## src/rtl/fetch_sequencer_if.sv

```systemverilog
// Handshake bundle between the fetch sequencer, its byte-wide instruction
// memory, the decode stage and the redirect/start sources.
interface fetch_sequencer_if #(
  parameter int DATA_WID = 64
);
  logic                start;
  logic [DATA_WID-1:0] start_pc;
  logic                redirect_valid;
  logic [DATA_WID-1:0] redirect_pc;
  logic                mem_en;
  logic [DATA_WID-1:0] mem_addr;
  logic [7:0]          mem_rdata;
  logic                instr_valid;
  logic                instr_ready;
  logic [3:0]          icode;
  logic [3:0]          ifun;
  logic [3:0]          rA;
  logic [3:0]          rB;
  logic [DATA_WID-1:0] valC;
  logic [DATA_WID-1:0] valP;
  logic                halt;
  logic                imem_error;

  modport master (
    input  start, start_pc, redirect_valid, redirect_pc, mem_rdata, instr_ready,
    output mem_en, mem_addr, instr_valid, icode, ifun, rA, rB, valC, valP, halt, imem_error
  );

  modport slave (
    output start, start_pc, redirect_valid, redirect_pc, mem_rdata, instr_ready,
    input  mem_en, mem_addr, instr_valid, icode, ifun, rA, rB, valC, valP, halt, imem_error
  );
endinterface

```

## src/rtl/fetch_sequencer.sv

```systemverilog
// Multi-cycle Y86-64 fetch controller: streams one byte per cycle from a
// byte-wide synchronous memory and assembles the instruction fields for decode.
module fetch_sequencer #(
  parameter int DATA_WID  = 64,
  parameter int MEM_BYTES = 2048
) (
  input logic               clk,
  input logic               rst,
  fetch_sequencer_if.master bus
);
  typedef enum logic [2:0] {
    IDLE   = 3'd0,
    FETCH  = 3'd1,
    HOLD   = 3'd2,
    HALTED = 3'd3,
    ERROR  = 3'd4
  } state_t;

  localparam logic [DATA_WID-1:0] MEM_LIMIT = DATA_WID'(MEM_BYTES);

  // Instruction length in bytes; 0 flags an invalid icode.
  function automatic logic [3:0] instr_len(input logic [3:0] code);
    case (code)
      4'h0, 4'h1, 4'h9:       instr_len = 4'd1;
      4'h2, 4'h6, 4'hA, 4'hB: instr_len = 4'd2;
      4'h3, 4'h4, 4'h5:       instr_len = 4'd10;
      4'h7, 4'h8:             instr_len = 4'd9;
      default:                instr_len = 4'd0;
    endcase
  endfunction

  state_t              state_r, state_nx;
  logic [DATA_WID-1:0] pc_r;
  logic [3:0]          cnt_r;
  logic [3:0]          len_r;
  logic [3:0]          icode_r, ifun_r, ra_r, rb_r;
  logic [DATA_WID-1:0] valc_r, valp_r;
  logic                valid_r, halt_r, err_r;

  logic                cap_s, want_s, range_err_s, bad_icode_s, done_s, hs_s;
  logic                restart_s, mem_en_s;
  logic [3:0]          cur_len_s;
  logic [2:0]          valc_k_s;
  logic [DATA_WID-1:0] rd_addr_s, restart_pc_s;

  // Fetch datapath control; cnt_r counts reads issued, so byte cnt_r-1 is on mem_rdata.
  always_comb begin
    cap_s       = (state_r == FETCH) && (cnt_r != 4'd0);
    cur_len_s   = (cnt_r == 4'd1) ? instr_len(bus.mem_rdata[7:4]) : len_r;
    bad_icode_s = cap_s && (cnt_r == 4'd1) && (cur_len_s == 4'd0);
    want_s      = (state_r == FETCH) && ((cnt_r == 4'd0) || (cnt_r < cur_len_s));
    rd_addr_s   = pc_r + {{(DATA_WID-4){1'b0}}, cnt_r};
    range_err_s = want_s && (rd_addr_s >= MEM_LIMIT);
    done_s      = cap_s && (cur_len_s != 4'd0) && (cnt_r == cur_len_s);
    hs_s        = (state_r == HOLD) && valid_r && bus.instr_ready;
    valc_k_s    = (cur_len_s == 4'd10) ? 3'(cnt_r - 4'd3) : 3'(cnt_r - 4'd2);
    if ((state_r != IDLE) && bus.redirect_valid) begin
      restart_s    = 1'b1;
      restart_pc_s = bus.redirect_pc;
    end else if (((state_r == IDLE) || (state_r == HALTED) || (state_r == ERROR)) && bus.start) begin
      restart_s    = 1'b1;
      restart_pc_s = bus.start_pc;
    end else begin
      restart_s    = 1'b0;
      restart_pc_s = '0;
    end
    mem_en_s = want_s && !range_err_s && !restart_s;
  end

  // Next-state selection.
  always_comb begin
    state_nx = state_r;
    case (state_r)
      IDLE: begin
        if (restart_s) state_nx = FETCH;
        else           state_nx = IDLE;
      end
      FETCH: begin
        if (restart_s)                        state_nx = FETCH;
        else if (bad_icode_s || range_err_s)  state_nx = ERROR;
        else if (done_s)                      state_nx = HOLD;
        else                                  state_nx = FETCH;
      end
      HOLD: begin
        if (restart_s)                        state_nx = FETCH;
        else if (hs_s && (icode_r == 4'h0))   state_nx = HALTED;
        else if (hs_s)                        state_nx = FETCH;
        else                                  state_nx = HOLD;
      end
      HALTED, ERROR: begin
        if (restart_s) state_nx = FETCH;
        else           state_nx = state_r;
      end
      default: state_nx = IDLE;
    endcase
  end

  // State register.
  always_ff @(posedge clk or posedge rst) begin
    if (rst) state_r <= IDLE;
    else     state_r <= state_nx;
  end

  // PC, byte counter and assembled instruction fields.
  always_ff @(posedge clk or posedge rst) begin
    if (rst) begin
      pc_r    <= '0;
      cnt_r   <= 4'd0;
      len_r   <= 4'd0;
      icode_r <= 4'h0;
      ifun_r  <= 4'h0;
      ra_r    <= 4'hF;
      rb_r    <= 4'hF;
      valc_r  <= '0;
      valp_r  <= '0;
      valid_r <= 1'b0;
      halt_r  <= 1'b0;
      err_r   <= 1'b0;
    end else if (restart_s) begin
      pc_r    <= restart_pc_s;
      cnt_r   <= 4'd0;
      ra_r    <= 4'hF;
      rb_r    <= 4'hF;
      valc_r  <= '0;
      valid_r <= 1'b0;
      halt_r  <= 1'b0;
      err_r   <= 1'b0;
    end else if (hs_s) begin
      valid_r <= 1'b0;
      if (icode_r == 4'h0) begin
        halt_r <= 1'b1;
      end else begin
        pc_r   <= valp_r;
        cnt_r  <= 4'd0;
        ra_r   <= 4'hF;
        rb_r   <= 4'hF;
        valc_r <= '0;
      end
    end else if (state_r == FETCH) begin
      if (mem_en_s) cnt_r <= cnt_r + 4'd1;
      if (bad_icode_s || range_err_s) err_r <= 1'b1;
      if (cap_s) begin
        if (cnt_r == 4'd1) begin
          icode_r <= bus.mem_rdata[7:4];
          ifun_r  <= bus.mem_rdata[3:0];
          len_r   <= cur_len_s;
        end else if ((cnt_r == 4'd2) && ((cur_len_s == 4'd2) || (cur_len_s == 4'd10))) begin
          ra_r <= bus.mem_rdata[7:4];
          rb_r <= bus.mem_rdata[3:0];
        end else begin
          valc_r[{valc_k_s, 3'b000} +: 8] <= bus.mem_rdata;
        end
      end
      if (done_s) begin
        valid_r <= 1'b1;
        valp_r  <= pc_r + {{(DATA_WID-4){1'b0}}, cur_len_s};
      end
    end
  end

  assign bus.mem_en      = mem_en_s;
  assign bus.mem_addr    = want_s ? rd_addr_s : '0;
  assign bus.instr_valid = valid_r;
  assign bus.icode       = icode_r;
  assign bus.ifun        = ifun_r;
  assign bus.rA          = ra_r;
  assign bus.rB          = rb_r;
  assign bus.valC        = valc_r;
  assign bus.valP        = valp_r;
  assign bus.halt        = halt_r;
  assign bus.imem_error  = err_r;
endmodule

```

## src/flat_wrapper.sv

```systemverilog
// flat-port wrapper written by rule: the top's interface ports become plain ports
module fetch_sequencer_flat 
#(
  parameter int DATA_WID  = 64,
  parameter int MEM_BYTES = 2048
)
  (clk, rst, bus_start, bus_start_pc, bus_redirect_valid, bus_redirect_pc, bus_mem_rdata, bus_instr_ready, bus_mem_en, bus_mem_addr, bus_instr_valid, bus_icode, bus_ifun, bus_rA, bus_rB, bus_valC, bus_valP, bus_halt, bus_imem_error);
  fetch_sequencer_if #(.DATA_WID(DATA_WID)) bus_i ();
  input logic clk;
  input logic rst;
  input wire logic [$bits(bus_i.start)-1:0] bus_start;
  input wire logic [$bits(bus_i.start_pc)-1:0] bus_start_pc;
  input wire logic [$bits(bus_i.redirect_valid)-1:0] bus_redirect_valid;
  input wire logic [$bits(bus_i.redirect_pc)-1:0] bus_redirect_pc;
  input wire logic [$bits(bus_i.mem_rdata)-1:0] bus_mem_rdata;
  input wire logic [$bits(bus_i.instr_ready)-1:0] bus_instr_ready;
  output wire logic [$bits(bus_i.mem_en)-1:0] bus_mem_en;
  output wire logic [$bits(bus_i.mem_addr)-1:0] bus_mem_addr;
  output wire logic [$bits(bus_i.instr_valid)-1:0] bus_instr_valid;
  output wire logic [$bits(bus_i.icode)-1:0] bus_icode;
  output wire logic [$bits(bus_i.ifun)-1:0] bus_ifun;
  output wire logic [$bits(bus_i.rA)-1:0] bus_rA;
  output wire logic [$bits(bus_i.rB)-1:0] bus_rB;
  output wire logic [$bits(bus_i.valC)-1:0] bus_valC;
  output wire logic [$bits(bus_i.valP)-1:0] bus_valP;
  output wire logic [$bits(bus_i.halt)-1:0] bus_halt;
  output wire logic [$bits(bus_i.imem_error)-1:0] bus_imem_error;
  assign bus_i.start = bus_start;
  assign bus_i.start_pc = bus_start_pc;
  assign bus_i.redirect_valid = bus_redirect_valid;
  assign bus_i.redirect_pc = bus_redirect_pc;
  assign bus_i.mem_rdata = bus_mem_rdata;
  assign bus_i.instr_ready = bus_instr_ready;
  assign bus_mem_en = bus_i.mem_en;
  assign bus_mem_addr = bus_i.mem_addr;
  assign bus_instr_valid = bus_i.instr_valid;
  assign bus_icode = bus_i.icode;
  assign bus_ifun = bus_i.ifun;
  assign bus_rA = bus_i.rA;
  assign bus_rB = bus_i.rB;
  assign bus_valC = bus_i.valC;
  assign bus_valP = bus_i.valP;
  assign bus_halt = bus_i.halt;
  assign bus_imem_error = bus_i.imem_error;
  fetch_sequencer #(.DATA_WID(DATA_WID), .MEM_BYTES(MEM_BYTES)) u_core (.clk(clk), .rst(rst), .bus(bus_i));
endmodule
```

## config.mk

```make
export PLATFORM = sky130hd
export DESIGN_NAME = fetch_sequencer_flat
export DESIGN_NICKNAME = d
export VERILOG_FILES = /design/src/rtl/fetch_sequencer_if.sv /design/src/rtl/fetch_sequencer.sv /design/src/flat_wrapper.sv
export SDC_FILE = /design/constraint.sdc
export NUM_CORES = 1
export LEC_CHECK = 0
export BUFFER_PORTS_ARGS = -buffer_cell sky130_fd_sc_hd__buf_2
export CAP_MARGIN = 20
export CELL_PAD_IN_SITES_DETAIL_PLACEMENT = 0
export CELL_PAD_IN_SITES_GLOBAL_PLACEMENT = 2
export CORE_MARGIN = 5
export CORE_UTILIZATION = 31
export DETAILED_ROUTE_END_ITERATION = 10
export PLACE_DENSITY_LB_ADDON = 0.1
export REMOVE_ABC_BUFFERS = 1
export SLEW_MARGIN = 20
export SYNTH_ARGS = -nofsm -noshare
export SYNTH_HDL_FRONTEND = slang
export SYNTH_SLANG_ARGS = --single-unit
```

## constraint.sdc

```tcl
create_clock -name clk -period 9.5 [get_ports clk]
set_clock_uncertainty 0.05 [all_clocks]
set_input_delay 0.95 -clock clk [delete_from_list [all_inputs] [get_ports clk]]
set_output_delay 0.95 -clock clk [all_outputs]
set_load 0.05 [all_outputs]
```

# Yosys cells after proc, flatten, opt, wreduce, memory -nomap -nowiden
# Memory sizes are Yosys's and may differ from the RTL's.
# Index checks and enable logic that the tools add are counted.
totals:
  register_bits: 222
  rom_bits: 48
  inputBits: 141
  out_inout_bits: 212
  word_cells: 145
  mem_count: 1
mem_list:
  columns: ["memory", "words", "word_bits", "rd", "rd_ports_with_merged_regs", "wr", "line", "text"]
  rows:
  - ["(no name shown)", 16, 3, 1, 0, 0, "fetch_sequencer.sv:23", "case (code)"]
op_classes:
  n_addsub: 6
  order_cmp: 2
  n_eq_ne: 15
  n_shift: 2
  mux: 56
  bitwise: 2
  reduce_logical: 48
op_table:
  columns: ["op", "count"]
  rows:
  - ["two-way mux 64 bit", 13]
  - ["adder 64 x 4 -> 64 bit", 2]
  - ["two-way mux 4 bit", 19]
  - ["bitwise mux 64 bit", 1]
  - [">= comparator 64 x 12 -> 1 bit, second input constant", 1]
  - ["variable shift 8 x 8 -> 64 bit, first input constant", 1]
  - ["indexed part select 8 x 8 -> 64 bit", 1]
  - ["two-way mux 3 bit", 6]
  - ["nonzero test 3 bit", 6]
  - ["logical AND 1 bit", 15]
  - ["AND reduction 5 bit", 3]
  - ["two-way mux 1 bit", 14]
  - ["logical NOT 4 bit", 3]
  - ["one-hot mux 3 bit (4 select lines)", 1]
  - ["equality test 4 x 2 -> 1 bit, second input constant", 2]
  - ["negator 6 -> 8 bit", 1]
  - ["nonzero test 2 bit", 4]
  - ["nonzero test 4 bit", 2]
  - ["equality test 3 x 2 -> 1 bit, second input constant", 2]
  - ["!= test 3 x 1 -> 1 bit, second input constant", 2]
  - ["AND reduction 2 bit", 3]
  - ["AND reduction 3 bit", 2]
  - ["subtractor 3 x 2 -> 3 bit, second input constant", 2]
  - ["logical OR 1 bit", 5]
  - ["other kinds (16)", 20]

# Depth between registers and ports, before layout
# Gate-level depths: netlist of run 1.
depth:
  ltp_word: 13
  depth_mapped: 18

# Worst setup path after synthesis of run 1
# No wires, ideal clock.
synth_path:
  path_type: "input to output"
  start: "input port bus_mem_rdata[5]"
  end: "output port bus_mem_addr[48]"
  arrival_ns: 4.077
  required_ns: 8.500
  path_slack_ns: 4.423
  stages: 14
  path_cell_list: "clkbuf_1 -> a21oi_1 -> nor2b_1 -> o31ai_1 -> inv_1 -> ha_1 -> nor2b_1 -> o21ai_0 -> nand2b_1 -> a21oi_1 -> o21bai_1 -> clkbuf_1 -> clkbuf_1 -> a21oi_1"
synth_between:
  elab_chain_len: 6
synth_lines:
  columns: ["item", "line", "text"]
  rows:
  - ["from (decl)", "flat_wrapper.sv:15", "input wire logic [$bits(bus_i.mem_rdata)-1:0] bus_mem_rdata;"]
  - ["memory read (16 x 3 bit)", null, null]
  - ["two-way mux 4 bit", "fetch_sequencer.sv:49", "cur_len_s = (cnt_r == 4'd1) ? instr_len(bus.mem_rdata[7:4]) : len_r;"]
  - ["named net u_core.cur_len_s[1]", "fetch_sequencer.sv:42", "logic [3:0] cur_len_s;"]
  - ["less-than comparator 4 bit", "fetch_sequencer.sv:51", "want_s = (state_r == FETCH) && ((cnt_r == 4'd0) || (cnt_r < cur_len_s));"]
  - ["logical OR 1 bit", "fetch_sequencer.sv:51", null]
  - ["logical AND 1 bit", "fetch_sequencer.sv:51", null]
  - ["two-way mux 64 bit", "fetch_sequencer.sv:162", "assign bus.mem_addr = want_s ? rd_addr_s : '0;"]
  - ["to (decl)", "flat_wrapper.sv:18", "output wire logic [$bits(bus_i.mem_addr)-1:0] bus_mem_addr;"]
# The timed path passes the listed nets, and every way through them passes these cells.

# Worst setup path after layout of run 1
layout_path:
  start: "register u_core.cnt_r[1]"
  end: "output port bus_mem_en"
layout_between:
  elab_chain_len: 9
  elab_cells_between_ends: 12
  classes_between: "add/sub (1); order compare (2); eq/ne (1); mux (1); reduce/logical (7)"
layout_lines:
  columns: ["item", "line", "text"]
  rows:
  - ["from (decl)", "fetch_sequencer.sv:34", "logic [3:0] cnt_r;"]
  - ["from (signal assigned)", "fetch_sequencer.sv:140", "if (mem_en_s) cnt_r <= cnt_r + 4'd1;"]
  - ["equality test 4 x 1 -> 1 bit (*)", "fetch_sequencer.sv:49", null]
  - ["two-way mux 4 bit (*)", "fetch_sequencer.sv:49", null]
  - ["named net u_core.cur_len_s[1]", "fetch_sequencer.sv:42", null]
  - ["less-than comparator 4 bit (*)", "fetch_sequencer.sv:51", null]
  - ["logical OR 1 bit (*)", "fetch_sequencer.sv:51", null]
  - ["logical AND 1 bit (*)", "fetch_sequencer.sv:51", null]
  - ["logical AND 1 bit", "fetch_sequencer.sv:53", "range_err_s = want_s && (rd_addr_s >= MEM_LIMIT);"]
  - ["logical NOT 1 bit", "fetch_sequencer.sv:67", "mem_en_s = want_s && !range_err_s && !restart_s;"]
  - ["logical AND 1 bit (*) (2 in series)", "fetch_sequencer.sv:67", null]
  - ["to (decl)", "flat_wrapper.sv:17", "output wire logic [$bits(bus_i.mem_en)-1:0] bus_mem_en;"]
# The timed path passes the listed nets; every way through them passes the cells marked *.

==> flow_summary.yaml, run 1 <==
setup_path:
  r2r_slack_ns: 4.69
  r2r-start: "u_core.cnt_r[1]"
  crit_required_ns: 8.50
  crit_path_start: "u_core.cnt_r[1]"
  r2r_end: "u_core.bus.valP[43]"
  r2r.worst_path.cells: 16
  worstSetupEndpointType: "output port"
  arrival_ns: 4.83
  endpoint: "bus_mem_en"
  cp_max_fo: 66
  crit_type: "reg2out"
  crit_path_start_kind: "register"
place:
  placedCellCount: 2519
  io_buffers: 352
  dpl_cell_area_mm2: 0.0162
  gp_congestion: 0.904
  dpl.hpwl_mm: 44.3
timing:
  fmax_mhz: 172
  tightestPinTransition_ns: 1.01
  fin_setup_tns_ns: 0
  fin_crit_sh: 0.613
  hold_ws_ns: 0.425
  hold_viol: 0
  rsz0062_at_grt: "no"
  setup_viol: 0
  slew_violations: 0
  max_slew_margin: 0.326
  fin_crit_ns: 5.83
cts:
  cts-resized-gates: 0
  cts-root-buf: "clkbuf_16"
  clkSinkCount: 222
  clk_pin_slew_ns: 0.06
  cts_buffer_depth: 3
  ctsHtreeMaxLevel: 1
  cts_tree: "done"
  clkLatencyLatePin_ns: 0.54
  numCtsBuffers: 26
  post_cts_buffers: 0
  ctsHoldBuffers: 0
floorplanning:
  fp-row-count: 78
  die_h_um: 223
  ios: 353
  die-area_mm2: 0.0496
  fp.dieW_um: 223
  start_util: 0.311
  core_mm2: 0.0451
finish:
  nNetsFinal: 2109
  final_cell_mix: "buf_2, nand2_1, o21ai_0"
  finalInstanceArea_mm2: 0.0170
  final_util: 0.377
  syn2layout_area_growth_pct: 21.3
  final_cells: 2565
  drive_gt1_frac: 0.240
  antennaDiodeCount: 0
  final_common_cell: "buf_2"
synthesis:
  synth_area_mm2: 0.0140
  synth_flop_cell: "dfrtp_1"
  synthCells: 1676
  async_reset_ff_frac: 1.00
  yosysTopAreaCell: "dfrtp_1"
  yosysUniqueCellTypes: 74
  yosys-top-cells-area: "dfrtp_1, o21ai_0, nand2_1"
  synth_edf_count: 0
  synth_seq_cells: 222
  synth_top_cell_area_share: 0.382
  ys_seq_area_frac: 0.397
  synth.avg_cell_area_um2: 8.37
  yosys_warnings: 0
global_routing:
  grt_antenna_before_repair: 2
  grt_pass1_wl_mm: 86.5
  first_global_vias: 13400
  grt_max_degree: 124
  grt.total_usage: 0.222
  grt.overflow.total: 0
detailed_routing:
  vias: 13400
  ant_nets: 0
  dr.pass1.iters: 6
  drc_errors: 0
  wire_per_inst_um: 22.2
  wl_mm: 57.0
  vias_per_cell: 5.21
  drtIter0Drc: 1021
worst_hold_path:
  hold_path_class: "reg2reg"
power:
  ir_worst_vdd_mv: 0.144
  power_density_mw_per_mm2: 275
  p_leak_nw: 7.90
flow_run:
  drv_cap: 0
outcome:
  status: "finished, final reports clean"
==> critical path, stage by stage, from the launching register on <==
cell      delay (ns)
dfrtp_1         0.51
inv_1           0.17
ha_1            0.19
nand2_1         0.17
o31ai_1         0.81
inv_1           0.16
ha_1            0.32
nor2b_1         0.13
o21ai_0         0.15
nand2b_1        0.07
a21oi_1         0.23
o21bai_4        0.07
buf_4           0.36
nor2_1          0.23
and3_1          0.17
and3_4          0.21
buf_2           0.30
==> final cells by class <==
type,count,area (µm²)
Sequential cell,222,5570
Timing Repair Buffer,368,1890
Multi-Input combinational cell,1307,7870
Tap cell,600,751
Fill cell,4825,28100
Clock buffer,35,736
Clock inverter,11,125
Inverter,22,90.1
==> registers in the layout, indices dropped and copies added, names as in the netlist <==
signal,count
u_core.bus.ifun,4
u_core.bus.valP,64
u_core.cnt_r,4
u_core.bus.icode,4
u_core.len_r,4
u_core.bus.rA,4
u_core.pc_r,64
u_core.bus.instr_valid,1
u_core.bus.rB,4
u_core.bus.imem_error,1
u_core.bus.valC,64
u_core.bus.halt,1
u_core.state_r,3
==> Yosys cell counts (9+ instances only) <==
master	count
a21o_1	11
a21oi_1	30
a22o_1	31
and3_1	17
and4_1	15
buf_2	33
buf_4	13
clkbuf_1	71
dfrtp_1	214
ha_1	19
inv_1	22
mux2_2	15
mux2i_1	69
nand2_1	306
nand3_1	32
nand4_1	54
nor2_1	127
nor2b_1	11
nor3_1	45
nor4_1	27
o21ai_0	239
o22a_1	9
or3_1	20
or4_1	9
xnor2_1	81
xor2_1	34
==> through the flow <==
stage	worst slack, ns	total power [W]
after CTS	3.59	0.00475
final	3.67	0.00469
after detailed placement	3.95	0.00370
after global routing	3.22	0.00497
after global placement	3.94	0.00370
after floorplan	2.44	0.00297
==> power breakdown <==
group          leakage [nW]  switching [W]  internal (W)
registers              2.96       0.000413       0.00113
logic                  4.52        0.00152      0.000604
clock network         0.418       0.000419      0.000599
total                  7.90        0.00235       0.00234
==> per-layer routing <==
layer  wire length [µm]  GRT usage
met1              25000      0.296
met2              27200      0.374
met3               3030     0.0318
met4               1810     0.0662
met5                  0          0
==> cells by family after synthesis <==
family | share of synthesized area
simple gates | 0.245
compound gates | 0.159
flops | 0.397
buf+inv | 0.0463
xor+xnor | 0.0718
mux | 0.0613
fa+ha+maj | 0.0198
==> how the worst min path moves through the flow <==
stage	from	endpoint	slack, ns	cells past startpoint
5_1_grt	u_core.bus.valC[41]	u_core.bus.valC[41]	0.45	2
3_3_place_gp	u_core.bus.valC[58]	u_core.bus.valC[58]	0.41	2
6_report	u_core.bus.valC[41]	u_core.bus.valC[41]	0.42	2
4_1_cts	u_core.bus.valC[41]	u_core.bus.valC[41]	0.43	2
2_1_floorplan	u_core.len_r[2]	u_core.len_r[2]	0.41	1
3_5_place_dp	u_core.bus.valC[41]	u_core.bus.valC[41]	0.42	2
No activity file was read; power rests on OpenSTA's default activity.
==> inputs of run 2 (changes only) <==
--- a/config.mk
+++ b/config.mk
@@ -10,7 +10,7 @@
 export CELL_PAD_IN_SITES_DETAIL_PLACEMENT = 0
 export CELL_PAD_IN_SITES_GLOBAL_PLACEMENT = 2
 export CORE_MARGIN = 5
-export CORE_UTILIZATION = 31
+export CORE_UTILIZATION = 28
 export DETAILED_ROUTE_END_ITERATION = 10
 export PLACE_DENSITY_LB_ADDON = 0.1
 export REMOVE_ABC_BUFFERS = 1
==> constraint.sdc (replaced) <==
create_clock -name clk -period 5.3 [get_ports clk]
set_clock_uncertainty 0.05 [all_clocks]
set_input_delay 0.53 -clock clk [delete_from_list [all_inputs] [get_ports clk]]
set_output_delay 0.53 -clock clk [all_outputs]
set_load 0.05 [all_outputs]
==> run 2 against run 1 <==
Critical path depth is 7 lower. Largest cell class unchanged. Die area rose by 10%. Hold slack got worse by 0.21 ns. Sequential power up 76%. Total power is 84% higher.
==> flow_summary.yaml, run 2 (synthesized netlist as in run 1, its figures left out) <==
detailed_routing:
  ant_nets: 0
  dr.pass1.iters: 5
  wire_per_inst_um: 22.3
  vias_per_cell: 5.04
  vias: 13400
  drtIter0Drc: 762
  wl_mm: 59.4
  drc_errors: 0
floorplanning:
  fp-row-count: 82
  ios: 353
  die-area_mm2: 0.0547
  core_mm2: 0.0499
  die_h_um: 234
  fp.dieW_um: 234
  start_util: 0.281
cts:
  ctsHtreeMaxLevel: 1
  cts_tree: "done"
  cts_buffer_depth: 3
  clk_pin_slew_ns: 0.06
  clkLatencyLatePin_ns: 0.58
  numCtsBuffers: 27
  clkSinkCount: 222
  cts-root-buf: "clkbuf_16"
place:
  io_buffers: 352
  gp_congestion: 0.900
  placedCellCount: 2613
  dpl.hpwl_mm: 46.9
setup_path:
  arrival_ns: 4.51
  crit_path_start_kind: "register"
  cp_cell_sequence: "nand4_1 > or3_1 > nor3_1 > nand4_1 > xor2_1 > nand4bb_1 > nor4_4 > and3_4 > buf_2"
  path_depth: 9
  path_common_cell: "nand4_1"
  cp_max_fo: 9
  r2r-start: "u_core.pc_r[26]"
  slowest_delay_ns: 0.65
  r2r.worst_path.cells: 10
  cpMaxStageDelayCell: "dfrtp_1"
  r2r_end: "u_core.cnt_r[1]"
  crit_required_ns: 4.72
  path_buf_inv: 1
  r2r_slack_ns: 0.91
  crit_type: "reg2out"
  worstSetupEndpointType: "output port"
  crit_family: "simple AND/OR/NAND/NOR gates"
timing:
  tightestPinTransition_ns: 1.04
  max_slew_margin: 0.306
  setup_viol: 0
  fin_crit_ns: 5.09
  hold_viol: 0
  fmax_mhz: 196
  slew_violations: 0
  rsz0062_at_grt: "no"
  fin_crit_sh: 0.961
finish:
  drive_gt1_frac: 0.252
  final_cell_mix: "buf_2, nand2_1, o21ai_0"
  nNetsFinal: 2134
  antennaDiodeCount: 0
  final_common_cell: "buf_2"
  final_util: 0.349
  final_cells: 2665
  syn2layout_area_growth_pct: 24.0
power:
  p_leak_nw: 8.05
  power_density_mw_per_mm2: 496
  ir_worst_vdd_mv: 0.259
worst_hold_path:
  worstHoldStart: "bus_mem_rdata[1]"
  hold_path_depth: 2
  min_to: "u_core.bus.rB[1]"
  hold_path_class: "in2reg"
global_routing:
  grt.overflow.total: 0
  grt_antenna_before_repair: 1
  grt.total_usage: 0.208
  grt_pass1_wl_mm: 87.1
  first_global_vias: 13400
  grt_max_degree: 99
flow_run:
  drv_cap: 0
outcome:
  status: "finished, final reports clean"
## run 2: changes by cell type in the layout (fill, tap and decap cells not counted), sizes merged
cell,previous run,this run
buf,368,390
clkbuf,35,41
clkinv,5,3
clkinvlp,2,3
dlygate4sd3,0,1
inv,24,23
o21bai,1,2
## run 2: how the worst max path moves through the flow
stage                            from  slack (ns)        endpoint
floorplan           u_core.state_r[2]       -1.68  u_core.pc_r[0]
global placement      u_core.cnt_r[1]        0.61      bus_mem_en
detailed placement    u_core.cnt_r[1]        0.63      bus_mem_en
CTS                   u_core.cnt_r[1]       0.005      bus_mem_en
global route          u_core.cnt_r[0]       0.005      bus_mem_en
finish                u_core.pc_r[26]        0.21      bus_mem_en
## run 2: cell type report
type	instances	area (µm²)
fillers	5392	32500
multi-input cells	1308	7910
well taps	672	841
flip-flops and latches	222	5570
clock buffers	41	808
inverters	22	90.1
repair buffers	391	2070
clock inverters	9	118
## run 2: through the flow
step	worst slack, ns	hold WS (ns)	setup TNS (ns)	cell area, µm²	power [W]
floorplan	-1.68	0.414	-430.94	13500	0.00532
global placement	0.608	0.408	0	16400	0.00676
detailed placement	0.634	0.418	0	16400	0.00676
CTS	0.00456	0.184	0	17400	0.00874
global route	0.00479	0.199	0	17400	0.00915
finish	0.209	0.211	0	17400	0.00863
## run 2: what timing repair did
item                       CTS  global route
resized for setup            0             6
setup endpoints to repair    0            16
hold endpoints to repair    73             0
hold buffers                 1             0
buffers inserted             0             0
## run 2: routing by layer
layer	global-route usage	wire, µm	up-vias
li1	-	-	6494
met2	0.354	28400	347
met4	0.0505	1560	2
met3	0.0321	2890	72
met1	0.279	26600	6510
met5	0	13	-
## run 2: power breakdown
| part | total [W] | internal [W] | switching [W] |
|---|---|---|---|
| registers | 0.00273 | 0.00203 | 0.000700 |
| logic | 0.00397 | 0.00114 | 0.00283 |
| clock network | 0.00193 | 0.00115 | 0.000776 |
